**config.mk**
```make
export PLATFORM = sky130hd
export DESIGN_NAME = muldiv_unit_flat
export DESIGN_NICKNAME = d
export VERILOG_FILES = /design/src/rtl/muldiv_unit_if.sv /design/src/rtl/muldiv_unit.sv /design/src/flat_wrapper.sv
export SDC_FILE = /design/constraint.sdc
export NUM_CORES = 1
export LEC_CHECK = 0
export CELL_PAD_IN_SITES_DETAIL_PLACEMENT = 1
export CELL_PAD_IN_SITES_GLOBAL_PLACEMENT = 2
export CORE_UTILIZATION = 41
export CTS_CLUSTER_SIZE = 30
export DETAILED_ROUTE_END_ITERATION = 16
export DONT_BUFFER_PORTS = 1
export GPL_ROUTABILITY_DRIVEN = 0
export PLACE_DENSITY_LB_ADDON = 0.15
export SLEW_MARGIN = 20
export SYNTH_ARGS = -nofsm -noshare
export SYNTH_HDL_FRONTEND = slang
export SYNTH_SLANG_ARGS = --single-unit
export TNS_END_PERCENT = 100
```
**constraint.sdc**
```tcl
create_clock -name clk -period 8.85 [get_ports clk]
set_input_delay 0.885 -clock clk [delete_from_list [all_inputs] [get_ports clk]]
set_output_delay 0.885 -clock clk [all_outputs]
set_load 0.05 [all_outputs]
```
**src/rtl/muldiv_unit_if.sv**
```systemverilog
// -----------------------------------------------------------------------------
// muldiv_unit_if
// Bundles the request/response signals between decode/control and the
// iterative RV32M multiply/divide unit.
//   master : issuer (drives start/op/operands/tag, observes busy/done/result)
//   slave  : muldiv_unit
// Signals:
//   start     request, sampled only while the unit is idle
//   op        funct3 (0 MUL .. 7 REMU)
//   rs1_data  operand A (multiplicand / dividend)
//   rs2_data  operand B (multiplier / divisor)
//   rd_in     destination register tag
//   busy      operation in flight (pipeline stall)
//   done      one-cycle completion pulse, register-file write enable
//   result    result for the register-file write data
//   rd_out    latched tag for the register-file write address
// -----------------------------------------------------------------------------
interface muldiv_unit_if #(
  parameter int DATA_WIDTH    = 32,
  parameter int ADDRESS_WIDTH = 5
);
  logic                     start;
  logic [2:0]               op;
  logic [DATA_WIDTH-1:0]    rs1_data;
  logic [DATA_WIDTH-1:0]    rs2_data;
  logic [ADDRESS_WIDTH-1:0] rd_in;
  logic                     busy;
  logic                     done;
  logic [DATA_WIDTH-1:0]    result;
  logic [ADDRESS_WIDTH-1:0] rd_out;

  modport master (
    output start, op, rs1_data, rs2_data, rd_in,
    input  busy, done, result, rd_out
  );

  modport slave (
    input  start, op, rs1_data, rs2_data, rd_in,
    output busy, done, result, rd_out
  );
endinterface

```
**src/rtl/muldiv_unit.sv**
```systemverilog
// -----------------------------------------------------------------------------
// muldiv_unit
// Iterative RV32M multiply/divide unit. One shift-add (multiply) or one
// restoring-subtract (divide) step per cycle on operand magnitudes, followed by
// a sign fix-up / result-select cycle.
//   IDLE -> CALC (DATA_WIDTH cycles) -> FINISH -> DONE (done=1) -> IDLE
// Ports:
//   clk   rising-edge clock
//   rst   synchronous, active-high reset
//   bus   muldiv_unit_if.slave (start/op/rs1_data/rs2_data/rd_in in,
//         busy/done/result/rd_out out)
// Optional feature (macro MULDIV_FAST_SPECIAL_EN):
//   When defined, zero-operand multiplies, divide-by-zero and signed divide
//   overflow are resolved on the acceptance edge (IDLE -> DONE) with the same
//   result values as the iterative path; busy never rises for them.
//   When undefined, every op takes the full iterative path.
// -----------------------------------------------------------------------------
module muldiv_unit #(
  parameter int DATA_WIDTH    = 32,
  parameter int ADDRESS_WIDTH = 5
) (
  input  logic         clk,
  input  logic         rst,
  muldiv_unit_if.slave bus
);

  localparam int CW = $clog2(DATA_WIDTH + 1);

  localparam logic [2:0] OP_MUL    = 3'd0;
  localparam logic [2:0] OP_MULH   = 3'd1;
  localparam logic [2:0] OP_MULHSU = 3'd2;
  localparam logic [2:0] OP_DIV    = 3'd4;
  localparam logic [2:0] OP_REM    = 3'd6;
  localparam logic [2:0] OP_REMU   = 3'd7;

  typedef enum logic [1:0] {IDLE, CALC, FINISH, DONE} state_t;

  state_t state_reg, state_next;

  logic [2:0]               op_reg;
  logic [ADDRESS_WIDTH-1:0] rd_reg;
  logic                     neg_reg;     // final value must be negated
  logic [DATA_WIDTH-1:0]    addend_reg;  // |rs1| for multiply, |rs2| for divide
  logic [DATA_WIDTH-1:0]    hi_reg;      // product high half / partial remainder
  logic [DATA_WIDTH-1:0]    lo_reg;      // multiplier bits / quotient bits
  logic [CW-1:0]            cnt_reg;
  logic [DATA_WIDTH-1:0]    result_reg;
  logic [ADDRESS_WIDTH-1:0] rd_out_reg;

  // ---------------------------------------------------------------------------
  // Operand decode on the incoming request (used only at the acceptance edge)
  // ---------------------------------------------------------------------------
  logic                  a_signed_in, b_signed_in, a_neg_in, b_neg_in, neg_in;
  logic [DATA_WIDTH-1:0] a_mag_in, b_mag_in;

  always_comb begin
    a_signed_in = (bus.op == OP_MULH) || (bus.op == OP_MULHSU) ||
                  (bus.op == OP_DIV)  || (bus.op == OP_REM);
    b_signed_in = (bus.op == OP_MULH) || (bus.op == OP_DIV) || (bus.op == OP_REM);
    a_neg_in    = a_signed_in && bus.rs1_data[DATA_WIDTH-1];
    b_neg_in    = b_signed_in && bus.rs2_data[DATA_WIDTH-1];
    a_mag_in    = a_neg_in ? -bus.rs1_data : bus.rs1_data;
    b_mag_in    = b_neg_in ? -bus.rs2_data : bus.rs2_data;
    // Remainder follows the dividend sign; product and quotient follow the XOR.
    neg_in      = ((bus.op == OP_REM) || (bus.op == OP_REMU)) ? a_neg_in
                                                             : (a_neg_in ^ b_neg_in);
  end

`ifdef MULDIV_FAST_SPECIAL_EN
  // Cases whose answer is known from the operands alone.
  logic                  special_in;
  logic [DATA_WIDTH-1:0] special_value;

  localparam logic [DATA_WIDTH-1:0] MOST_NEG = {1'b1, {(DATA_WIDTH-1){1'b0}}};

  always_comb begin
    special_in    = 1'b0;
    special_value = '0;
    if (!bus.op[2]) begin
      if ((bus.rs1_data == '0) || (bus.rs2_data == '0)) begin
        special_in    = 1'b1;
        special_value = '0;
      end
    end else if (bus.rs2_data == '0) begin
      special_in    = 1'b1;
      special_value = bus.op[1] ? bus.rs1_data : '1;
    end else if (!bus.op[0] && (bus.rs1_data == MOST_NEG) && (bus.rs2_data == '1)) begin
      special_in    = 1'b1;
      special_value = bus.op[1] ? '0 : MOST_NEG;
    end
  end
`endif

  // ---------------------------------------------------------------------------
  // One iteration step
  // ---------------------------------------------------------------------------
  logic [DATA_WIDTH:0]   add_sum, r_shift, r_diff;
  logic [DATA_WIDTH-1:0] hi_step, lo_step;

  always_comb begin
    add_sum = {1'b0, hi_reg} + (lo_reg[0] ? {1'b0, addend_reg} : '0);
    r_shift = {hi_reg, lo_reg[DATA_WIDTH-1]};
    r_diff  = r_shift - {1'b0, addend_reg};
    hi_step = add_sum[DATA_WIDTH:1];
    lo_step = {add_sum[0], lo_reg[DATA_WIDTH-1:1]};
    if (op_reg[2]) begin
      // Restoring division: keep the difference when it did not go negative.
      if (!r_diff[DATA_WIDTH]) begin
        hi_step = r_diff[DATA_WIDTH-1:0];
        lo_step = {lo_reg[DATA_WIDTH-2:0], 1'b1};
      end else begin
        hi_step = r_shift[DATA_WIDTH-1:0];
        lo_step = {lo_reg[DATA_WIDTH-2:0], 1'b0};
      end
    end
  end

  // ---------------------------------------------------------------------------
  // Sign fix-up and result select
  // ---------------------------------------------------------------------------
  logic [2*DATA_WIDTH-1:0] prod_fix;
  logic [DATA_WIDTH-1:0]   quo_fix, rem_fix, final_value;

  always_comb begin
    prod_fix = neg_reg ? -{hi_reg, lo_reg} : {hi_reg, lo_reg};
    // Divide-by-zero yields all-ones quotient bits on magnitudes, but the sign
    // fix-up would disturb it for a negative dividend, so force all-ones.
    // The remainder path already returns rs1, and most-negative / -1 falls out
    // of the magnitude datapath (quotient 2^(N-1), remainder 0) unchanged.
    quo_fix  = (addend_reg == '0) ? '1 : (neg_reg ? -lo_reg : lo_reg);
    rem_fix  = neg_reg ? -hi_reg : hi_reg;
    case (op_reg)
      OP_MUL:             final_value = prod_fix[DATA_WIDTH-1:0];
      3'd1, 3'd2, 3'd3:   final_value = prod_fix[2*DATA_WIDTH-1:DATA_WIDTH];
      3'd4, 3'd5:         final_value = quo_fix;
      default:            final_value = rem_fix;
    endcase
  end

  // ---------------------------------------------------------------------------
  // FSM
  // ---------------------------------------------------------------------------
  always_ff @(posedge clk) begin
    if (rst) state_reg <= IDLE;
    else     state_reg <= state_next;
  end

  always_comb begin
    state_next = state_reg;
    case (state_reg)
      IDLE: begin
        if (bus.start) begin
          state_next = CALC;
`ifdef MULDIV_FAST_SPECIAL_EN
          if (special_in) state_next = DONE;
`endif
        end
      end
      CALC:    if (cnt_reg == CW'(DATA_WIDTH - 1)) state_next = FINISH;
      FINISH:  state_next = DONE;
      default: state_next = IDLE;
    endcase
  end

  // ---------------------------------------------------------------------------
  // Datapath registers
  // ---------------------------------------------------------------------------
  always_ff @(posedge clk) begin
    if (rst) begin
      op_reg     <= '0;
      rd_reg     <= '0;
      neg_reg    <= 1'b0;
      addend_reg <= '0;
      hi_reg     <= '0;
      lo_reg     <= '0;
      cnt_reg    <= '0;
      result_reg <= '0;
      rd_out_reg <= '0;
    end else begin
      case (state_reg)
        IDLE: begin
          if (bus.start) begin
            op_reg     <= bus.op;
            rd_reg     <= bus.rd_in;
            neg_reg    <= neg_in;
            addend_reg <= bus.op[2] ? b_mag_in : a_mag_in;
            hi_reg     <= '0;
            lo_reg     <= bus.op[2] ? a_mag_in : b_mag_in;
            cnt_reg    <= '0;
`ifdef MULDIV_FAST_SPECIAL_EN
            if (special_in) begin
              result_reg <= special_value;
              rd_out_reg <= bus.rd_in;
            end
`endif
          end
        end
        CALC: begin
          hi_reg  <= hi_step;
          lo_reg  <= lo_step;
          cnt_reg <= cnt_reg + 1'b1;
        end
        FINISH: begin
          result_reg <= final_value;
          rd_out_reg <= rd_reg;
        end
        default: ;
      endcase
    end
  end

  assign bus.busy   = (state_reg == CALC) || (state_reg == FINISH);
  assign bus.done   = (state_reg == DONE);
  assign bus.result = result_reg;
  assign bus.rd_out = rd_out_reg;

endmodule

```
**src/flat_wrapper.sv**
```systemverilog
// flat-port wrapper written by rule: the top's interface ports become plain ports
module muldiv_unit_flat 
#(
  parameter int DATA_WIDTH    = 32,
  parameter int ADDRESS_WIDTH = 5
)
  (clk, rst, bus_start, bus_op, bus_rs1_data, bus_rs2_data, bus_rd_in, bus_busy, bus_done, bus_result, bus_rd_out);
  muldiv_unit_if #(.DATA_WIDTH(DATA_WIDTH), .ADDRESS_WIDTH(ADDRESS_WIDTH)) bus_i ();
  input  logic clk;
  input  logic rst;
  input wire logic [$bits(bus_i.start)-1:0] bus_start;
  input wire logic [$bits(bus_i.op)-1:0] bus_op;
  input wire logic [$bits(bus_i.rs1_data)-1:0] bus_rs1_data;
  input wire logic [$bits(bus_i.rs2_data)-1:0] bus_rs2_data;
  input wire logic [$bits(bus_i.rd_in)-1:0] bus_rd_in;
  output wire logic [$bits(bus_i.busy)-1:0] bus_busy;
  output wire logic [$bits(bus_i.done)-1:0] bus_done;
  output wire logic [$bits(bus_i.result)-1:0] bus_result;
  output wire logic [$bits(bus_i.rd_out)-1:0] bus_rd_out;
  assign bus_i.start = bus_start;
  assign bus_i.op = bus_op;
  assign bus_i.rs1_data = bus_rs1_data;
  assign bus_i.rs2_data = bus_rs2_data;
  assign bus_i.rd_in = bus_rd_in;
  assign bus_busy = bus_i.busy;
  assign bus_done = bus_i.done;
  assign bus_result = bus_i.result;
  assign bus_rd_out = bus_i.rd_out;
  muldiv_unit #(.DATA_WIDTH(DATA_WIDTH), .ADDRESS_WIDTH(ADDRESS_WIDTH)) u_core (.clk(clk), .rst(rst), .bus(bus_i));
endmodule
```
-- Word-level counts from Yosys, hierarchy flattened
Index checks and enable logic that the tools add are counted.
- bits in writable memories: 0
- bits in latches: 0
- memories: 0
- logic and storage cells: 77
- output and inout bits: 39
- bits of input ports: 75
- register bits: 150
- ROM bits: 0
- mux-type cells: 24
- reductions and logical operators: 18
- equality and inequality tests: 16
- add/subtract/negate cells: 8
- divide/modulo/power cells: 0
- multipliers: 0
- order comparisons: 0
- shifts and indexed selects: 0
- bitwise logic cells: 1
- operators with widths (operator ; count):
    $mux 32 ; 13
    $neg 32->32 ; 4
    $pmux 32 s2 ; 2
    $pmux 32 s3 ; 1
    $mux 64 ; 1
    $neg 64->64 ; 1
    $add 32x33->33 ; 1
    $sub 33x32->33 ; 1
    $logic_not 32->1 ; 1
    $eq 3x3->1 const B ; 5
    $pmux 6 s2 ; 1
    $eq 3x2->1 const B ; 3
    $logic_or 1x1->1 ; 7
    $add 6x1->6 const B ; 1
    $eq 3x1->1 const B ; 2
    $eq 6x5->1 const B ; 1
    $mux 6 ; 1
    $pmux 2 s3 ; 1
    $reduce_and 2->1 ; 3
    $eq 2x2->1 const B ; 2
    $mux 2 ; 2
    $logic_not 3->1 ; 1
    $reduce_or 3->1 ; 1
    $eq 2x1->1 const B ; 1
    8 further kinds ; 10

-- Logic depth before layout (Yosys ltp)
Gate-level depths: netlist (run 1).
- depth after elaboration: 9
- gate-level depth with buffers: 14
- mapped depth without buffers: 13

-- Worst setup path after synthesis (run 1)
No wires, ideal clock.
- path type: input-to-reg
- start point: in bus_rs1_data[12]
- end point: reg u_core.lo_reg[24]
- data required time: 8718 ps
- path slack: 5509 ps
- library setup time: 132 ps
- cell stages on the path: 9
- path buffers: 1
- data arrival time: 3208 ps
- cells stage by stage: or4_1 > or4_1 > clkbuf_1 > or3_1 > o41ai_1 > xor2_1 > o22ai_1 > o21ai_0 > a21oi_1
- word-level cells in the longest chain between the ends: 5
- RTL lines (item ; RTL line ; text):
    from (decl) ; flat_wrapper.sv:13 ; input wire logic [$bits(bus_i.rs1_data)-1:0] bus_rs1_data;
    $neg 32->32 ; muldiv_unit.sv:62 ; a_mag_in = a_neg_in ? -bus.rs1_data : bus.rs1_data;
    $mux 32 ; muldiv_unit.sv:62 ;
    $mux 32 ; muldiv_unit.sv:188 ; lo_reg <= bus.op[2] ? a_mag_in : b_mag_in;
    $mux 32 ; muldiv_unit.sv:182 ; if (bus.start) begin
    $pmux 32 s2 ; muldiv_unit.sv:180 ; case (state_reg)
    to (signal assigned) ; muldiv_unit.sv:188 ;
    to (signal assigned) ; muldiv_unit.sv:200 ; lo_reg <= lo_step;
    to (decl) ; muldiv_unit.sv:45 ; logic [DATA_WIDTH-1:0] lo_reg;
Every way passes these cells. The select of a mux whose other input is x is not followed.
A chain may end at the register's enable or synchronous reset.

-- Worst setup path in the final report (run 1)
- start point: reg u_core.hi_reg[0]
- end point: reg u_core.hi_reg[13]
- word-level cells in the longest chain between the ends: 4
- elaborated cells between the ends (all ways): 5
- those cells by class: add/sub: 2; mux: 3
- RTL lines (item ; RTL line ; text):
    from (decl) ; muldiv_unit.sv:44 ; logic [DATA_WIDTH-1:0] hi_reg;
    from (signal assigned) ; muldiv_unit.sv:199 ; hi_reg <= hi_step;
    $sub 33x32->33 ; muldiv_unit.sv:103 ; r_diff = r_shift - {1'b0, addend_reg};
    $mux 32 ; muldiv_unit.sv:108 ; if (!r_diff[DATA_WIDTH]) begin
    $mux 32 (*) ; muldiv_unit.sv:106 ; if (op_reg[2]) begin
    $pmux 32 s2 (*) ; muldiv_unit.sv:180 ;
Every way passes the cells marked *; elsewhere a longest branch is shown, timed or not.

==> impl_metrics.csv, run 1 <==
group,metric,value,unit
setup_path,worstSetupPathType,"reg2reg",
clock_tree,cts_tree,"built",
clock_tree,cts_buffer_depth,2,
sta,clock_skew,0.0177,ns
synth,synth_top_area_share,21.1,%
die,fp.dieW,189,um
routing,dr.pass1.iters,5,
routing,wl_per_cell,24.8,um
clock_tree,path_clk_slew,0.07,ns
setup_path,required,9.17,ns
setup_path,cp_slowest_cell,"dfxtp_1",
setup_path,path_buf_inv,2,
grt,grt_first_pass_wirelength,89200,um
sta,rsz0062_at_grt,"no",
finish,nNetsFinal,2036,
grt,overflow,0,
synth,synth_area,0.0143,mm2
grt,grt_pass1_vias,14673,
grt,antenna_found_initial,0,
sta,slew_violations,0,
clock_tree,hold_buffers,0,
die,die_area,0.0355,mm2
sta,fin_setup_tns,0,ns
setup_path,critical_path.max_fanout,40,
setup_path,path_common_cell,"a21oi_1",
grt,grt_use_total,32.8,%
synth,yosysTopAreaCell,"dfxtp_1",
setup_path,cp_cell_sequence,"inv_1, fa_1, nand2b_1, a21oi_1, o21ai_0, nand3_1, nand2_1, o221ai_4, buf_4, mux2_2, a21oi_1, a211oi_1",
die,pin_count,114,
placed_design,hpwlAfterDp,44700,um
sta,period_needed,4.15,ns
routing,ant_nets,0,
routing,vias_per_cell,6.33,
power_and_ir_drop,p_per_area,270,mW/mm2
synth,ys_seq_area_share,21.1,%
setup_path,r2r_cells,12,
power_and_ir_drop,p_leak,0.00609,uW
finish,drive_gt1_share,4.53,%
setup_path,cp_data_arrival_time,4.46,ns
routing,drt-total-wl,58100,um
setup_path,end_kind,"register",
routing,drtIter0Drc,1441,
sta,finalHoldViolCount,0,
clock_tree,cts_root_buf,"clkbuf_16",
synth,yosysMostFrequentCell,"nand2_1",
finish,seqCellArea,0.00301,mm2
clock_tree,cts_made_buffers,17,
synth,ys_seq_elements,150,
synth,yosysWarnings,0,
synth,synth.area.top_cells,"dfxtp_1 21%, xor2_1 7.0%, ha_1 6.4%, a21oi_1 6.2%, nand2_1 5.7%",
clock_tree,worst_skew_pair.late_latency,0.47,ns
power_and_ir_drop,vdd.ir_drop.worst,275,uV
sta,period_share,46.8,%
worst_hold_path,hp-class,"reg2reg",
routing,dr_total_vias,14861,
setup_path,r2r-end,"u_core.hi_reg[13]",
die,core_area,0.0339,mm2
setup_path,timing.rr.start,"u_core.hi_reg[0]",
routing,drc,0,
die,fp.dieH,189,um
clock_tree,htreeDepth,4,
setup_path,critPathTopFamily,"compound AO/OA/AOI/OAI gates",
die,start_util,42.1,%
synth,synthTopCellsByCount,"218 x nand2_1, 210 x nor2_1, 176 x a21oi_1",
sta,max_freq,0.241,GHz
synth,syn-instance-count,1987,
sta,slew_headroom,30.0,%
clock_tree,cts_setup_buffers,0,
setup_path,r2r_slack,4.70,ns
outcome,status,"complete, no violations",
finish,multi_input_area,0.0105,mm2
synth,ys_async_sr_fraction,0,%
sta,setup_viol_count_final,0,
clock_tree,cts_resized,0,
job,cap_violations,0,
grt,grt_start_max_net_pins,98,
clock_tree,clock_sinks,150,
setup_path,slowest_delay,0.59,ns
power_and_ir_drop,power.total,4080,uW
setup_path,start_kind,"register",
placed_design,io_buffers,0,
synth,yosysUniqueCellTypes,68,
finish,synthToLayoutAreaGrowth,5.91,%
setup_path,critPathCapture,"u_core.hi_reg[13]",
synth,synth_edf_count,0,
setup_path,critPathLaunch,"u_core.hi_reg[0]",
finish,fillCellCount,4280,
sta,tightestPinTransition,1.05,ns
setup_path,worst-path-stages,12,
synth,synth_area_per_cell,7.18,um2
worst_hold_path,hold_depth,2,
synth,ys.flop_type,"dfxtp_1",
finish,diodes,0,
die,rows,67,
synth,syn_nets,2137,
## area by class of cell
type | count | area share (%)
Tap cell | 448 | 3.71
Sequential cell | 150 | 19.9
Clock buffer | 20 | 3.02
Inverter | 72 | 1.79
Timing Repair Buffer | 21 | 1.04
Clock inverter | 12 | 1.25
Multi-Input combinational cell | 1624 | 69.3
## layer usage
| layer | share of wire (%) | GRT usage, % | vias up | wire length (um) |
|---|---|---|---|---|
| met5 | 0 | 0 | - | 0 |
| met4 | 5.5 | 17.0 | 0 | 3210 |
| met3 | 7.1 | 7.43 | 105 | 4100 |
| met2 | 42 | 48.2 | 515 | 24200 |
| met1 | 46 | 44.5 | 7242 | 26600 |
| li1 | - | - | 6999 | - |
## stage by stage
| stage | instance area, um2 | cells | hold WS [ns] | setup slack (ns) | util [%] |
|---|---|---|---|---|---|
| finish | 15100 | 2347 | 0.457 | 4.70 | 44.6 |
| global route | 15100 | 2347 | 0.481 | 4.41 | 44.6 |
| CTS | 15100 | 2347 | 0.453 | 4.73 | 44.6 |
| detailed placement | 14500 | 2315 | 0.444 | 4.77 | 42.7 |
| global placement | 14500 | 2315 | 0.436 | 4.89 | 42.7 |
| floorplan | 14300 | 1987 | 0.436 | 5.51 | - |
## power by group
group	switching [uW]	internal, uW
clock	339	493
combinational	1420	702
sequential	312	814
## how the worst min path moves through the flow
stage / startpoint / to
2_1_floorplan: u_core.rd_reg[0] / u_core.rd_reg[0]
3_3_place_gp: u_core.rd_reg[3] / u_core.rd_reg[3]
3_5_place_dp: u_core.rd_reg[2] / u_core.rd_reg[2]
4_1_cts: u_core.rd_reg[2] / u_core.rd_reg[2]
5_1_grt: u_core.rd_reg[2] / u_core.rd_reg[2]
6_report: u_core.rd_reg[2] / u_core.rd_reg[2]
## cell families after synthesis
kind of cell / after synthesis / share of synthesized area [%]
mux: 75 / 5.40
xor+xnor: 190 / 11.7
compound gates: 620 / 28.1
flops: 150 / 21.1
simple gates: 664 / 21.3
fa+ha+maj: 75 / 6.68
buf+inv: 213 / 5.80
## cell usage in the layout (no fill, tap or decap), types with 9 or more instances in the layout
master and count:
a22o_1 17, or4_1 18, o41ai_1 18, o221ai_1 21
mux2_2 15, nor3_1 49, xor2_1 114, o21bai_1 9
buf_4 21, clkbuf_16 17, mux2i_1 60, nor4_1 22
o22ai_1 10, a31oi_1 16, nand3_1 39, nand2_1 218
a22oi_1 12, dfxtp_1 148, nand4_1 13, or3_1 22
a221oi_1 12, a21oi_1 176, o21ai_0 130, inv_1 71
a211oi_1 50, ha_1 73, nand2b_1 25, o211ai_1 29
xnor2_1 76, nor2_1 208, a21o_1 32, o31ai_1 35
## tightest hold or removal path, delay by kind of cell (launching register included)
kind | cells | cell delay (ns)
AND/OR/NAND/NOR | 1 | 0.05
flip-flops | 1 | 0.31
AO/OA/AOI/OAI | 1 | 0.05
(Power assumes the default switching activity.)
==> run 2, diff against run 1 <==
--- a/config.mk
+++ b/config.mk
@@ -7,7 +7,7 @@
 export LEC_CHECK = 0
 export CELL_PAD_IN_SITES_DETAIL_PLACEMENT = 1
 export CELL_PAD_IN_SITES_GLOBAL_PLACEMENT = 2
-export CORE_UTILIZATION = 41
+export CORE_UTILIZATION = 34
 export CTS_CLUSTER_SIZE = 30
 export DETAILED_ROUTE_END_ITERATION = 16
 export DONT_BUFFER_PORTS = 1
==> constraint.sdc (replaced) <==
create_clock -name clk -period 3.45 [get_ports clk]
set_input_delay 0.345 -clock clk [delete_from_list [all_inputs] [get_ports clk]]
set_output_delay 0.345 -clock clk [all_outputs]
set_load 0.05 [all_outputs]
==> run 2 against run 1 <==
  * The flow now finishes with violations (design-rule violations)
  * Die area grew 20%
  * Sequential power rose by 140%
  * Clock skew up 0.0052 ns
  * Sequential cell count is the same
  * Sequential share of layout area fell by 1.3 points
  * Global-route usage fell by 3.9 points
  * Cell count rose by 8.9%
  * Critical endpoint unchanged
  * Largest power group unchanged
==> impl_metrics.csv, run 2 (synthesis results as in run 1) <==
group,metric,value,unit
outcome,status,"finished with violations",
outcome,violations,"design-rule violations",
placed_design,hpwlAfterDp,48800,um
power_and_ir_drop,vdd.ir_drop.worst,618,uV
grt,overflow,0,
sta,slew_violations,0,
power_and_ir_drop,power.total,10900,uW
setup_path,required,3.78,ns
sta,max_freq,0.298,GHz
die,fp.dieH,207,um
finish,synthToLayoutAreaGrowth,13.2,%
die,rows,74,
sta,setup_viol_count_final,0,
grt,grt_use_total,28.9,%
job,cap_violations,0,
routing,drtIter0Drc,920,
finish,utilization,39.3,%
setup_path,start_kind,"register",
setup_path,r2r_slack,0.09,ns
sta,rsz0062_at_grt,"no",
worst_hold_path,hp-class,"in2reg",
setup_path,cp_data_arrival_time,3.68,ns
grt,grt_first_pass_wirelength,92900,um
finish,drive_gt1_share,10.4,%
placed_design,dp.cells,2515,
die,pin_count,114,
grt,grt_start_max_net_pins,94,
grt,grt_pass1_vias,15391,
clock_tree,cts_made_buffers,17,
clock_tree,cts_buffer_depth,2,
grt,antenna_found_initial,0,
finish,stdcell_count,2555,
sta,tightestPinTransition,1.09,ns
setup_path,worstSetupPathType,"reg2reg",
routing,drc,3,
finish,diodes,0,
die,die_area,0.0428,mm2
sta,period_needed,3.36,ns
placed_design,io_buffers,0,
power_and_ir_drop,p_per_area,674,mW/mm2
sta,worst_slack,0.0938,ns
finish,final_cell_mix,"218 x nand2_1, 208 x nor2_1, 175 x a21oi_1",
routing,vias_per_cell,5.97,
finish,nNetsFinal,2160,
die,fp.dieW,207,um
sta,finalHoldViolCount,0,
routing,dr.pass1.iters,10,
placed_design,dpl_worst_slack,-0.115,ns
routing,drt-total-wl,61600,um
sta,period_share,97.3,%
routing,ant_nets,0,
routing,dr_total_vias,15251,
die,core_area,0.0411,mm2
clock_tree,clock_sinks,150,
sta,clock_skew,0.0229,ns
setup_path,end_kind,"register",
clock_tree,worst_skew_pair.late_latency,0.47,ns
clock_tree,path_clk_slew,0.07,ns
clock_tree,cts_tree,"built",
clock_tree,cts_root_buf,"clkbuf_16",
routing,wl_per_cell,24.1,um
die,start_util,34.7,%
clock_tree,htreeDepth,4,
power_and_ir_drop,p_leak,0.00667,uW
sta,slew_headroom,27.2,%
setup_path,critical_path.max_fanout,8,
finish,mostFrequentLayoutCell,"nand2_1",
run 2: stage by stage:
step | setup TNS (ns) | hold WS, ns | cell area, um2
2_1_floorplan | 0 | 0.436 | 14300
3_3_place_gp | -0.0621 | 0.423 | 15400
3_5_place_dp | -0.115 | 0.424 | 15400
4_1_cts | 0 | 0.000229 | 16100
5_1_grt | 0 | 0.00243 | 16100
6_report | 0 | 0.0234 | 16100
run 2: power by group:
group / switching (uW) / internal (uW)
Combinational: 4010 / 2230
Sequential: 657 / 2090
Clock: 928 / 973
run 2: metal layers:
metal,vias to the layer above,part of all wire [%],track usage [%]
met5,-,0,0
met4,0,3.9,12.1
met3,91,5.1,4.69
met2,435,44,45.7
met1,7463,47,38.9
li1,7262,-,-
run 2: worst paths after layout:
path | start | end | depth (start not counted)
max | u_core.hi_reg[18] | u_core.hi_reg[13] | 11
min | bus_rd_in[3] | u_core.rd_reg[3] | 2
max reg2reg | u_core.hi_reg[18] | u_core.hi_reg[13] | 11
min reg2reg | u_core.rd_reg[0] | u_core.rd_reg[0] | 2
run 2: what timing repair did:
item,4_1_cts,5_1_grt
buffers inserted,0,3
pin swaps,0,2
hold buffers,5,0
hold endpoints to repair,93,0
setup endpoints to repair,1,11
resized for setup,1,8
run 2: cell type report:
| type | instances | area (um2) |
|---|---|---|
| clock buffer | 18 | 439 |
| clock inverter | 14 | 140 |
| tap | 532 | 666 |
| sequential | 150 | 3010 |
| timing repair buffer | 145 | 1140 |
| inverter | 72 | 270 |
| fill | 5185 | 25000 |
| multi-input combinational | 1624 | 10500 |
run 2: worst max-delay path: stages (launching register included):
cell,delay [ns]
dfxtp_1,0.62
ha_1,0.38
a21o_1,0.22
o21bai_1,0.20
nor2_1,0.26
nand3_1,0.20
and4_1,0.27
o221ai_4,0.33
buf_4,0.20
mux2_2,0.32
a21oi_1,0.15
a211oi_1,0.07
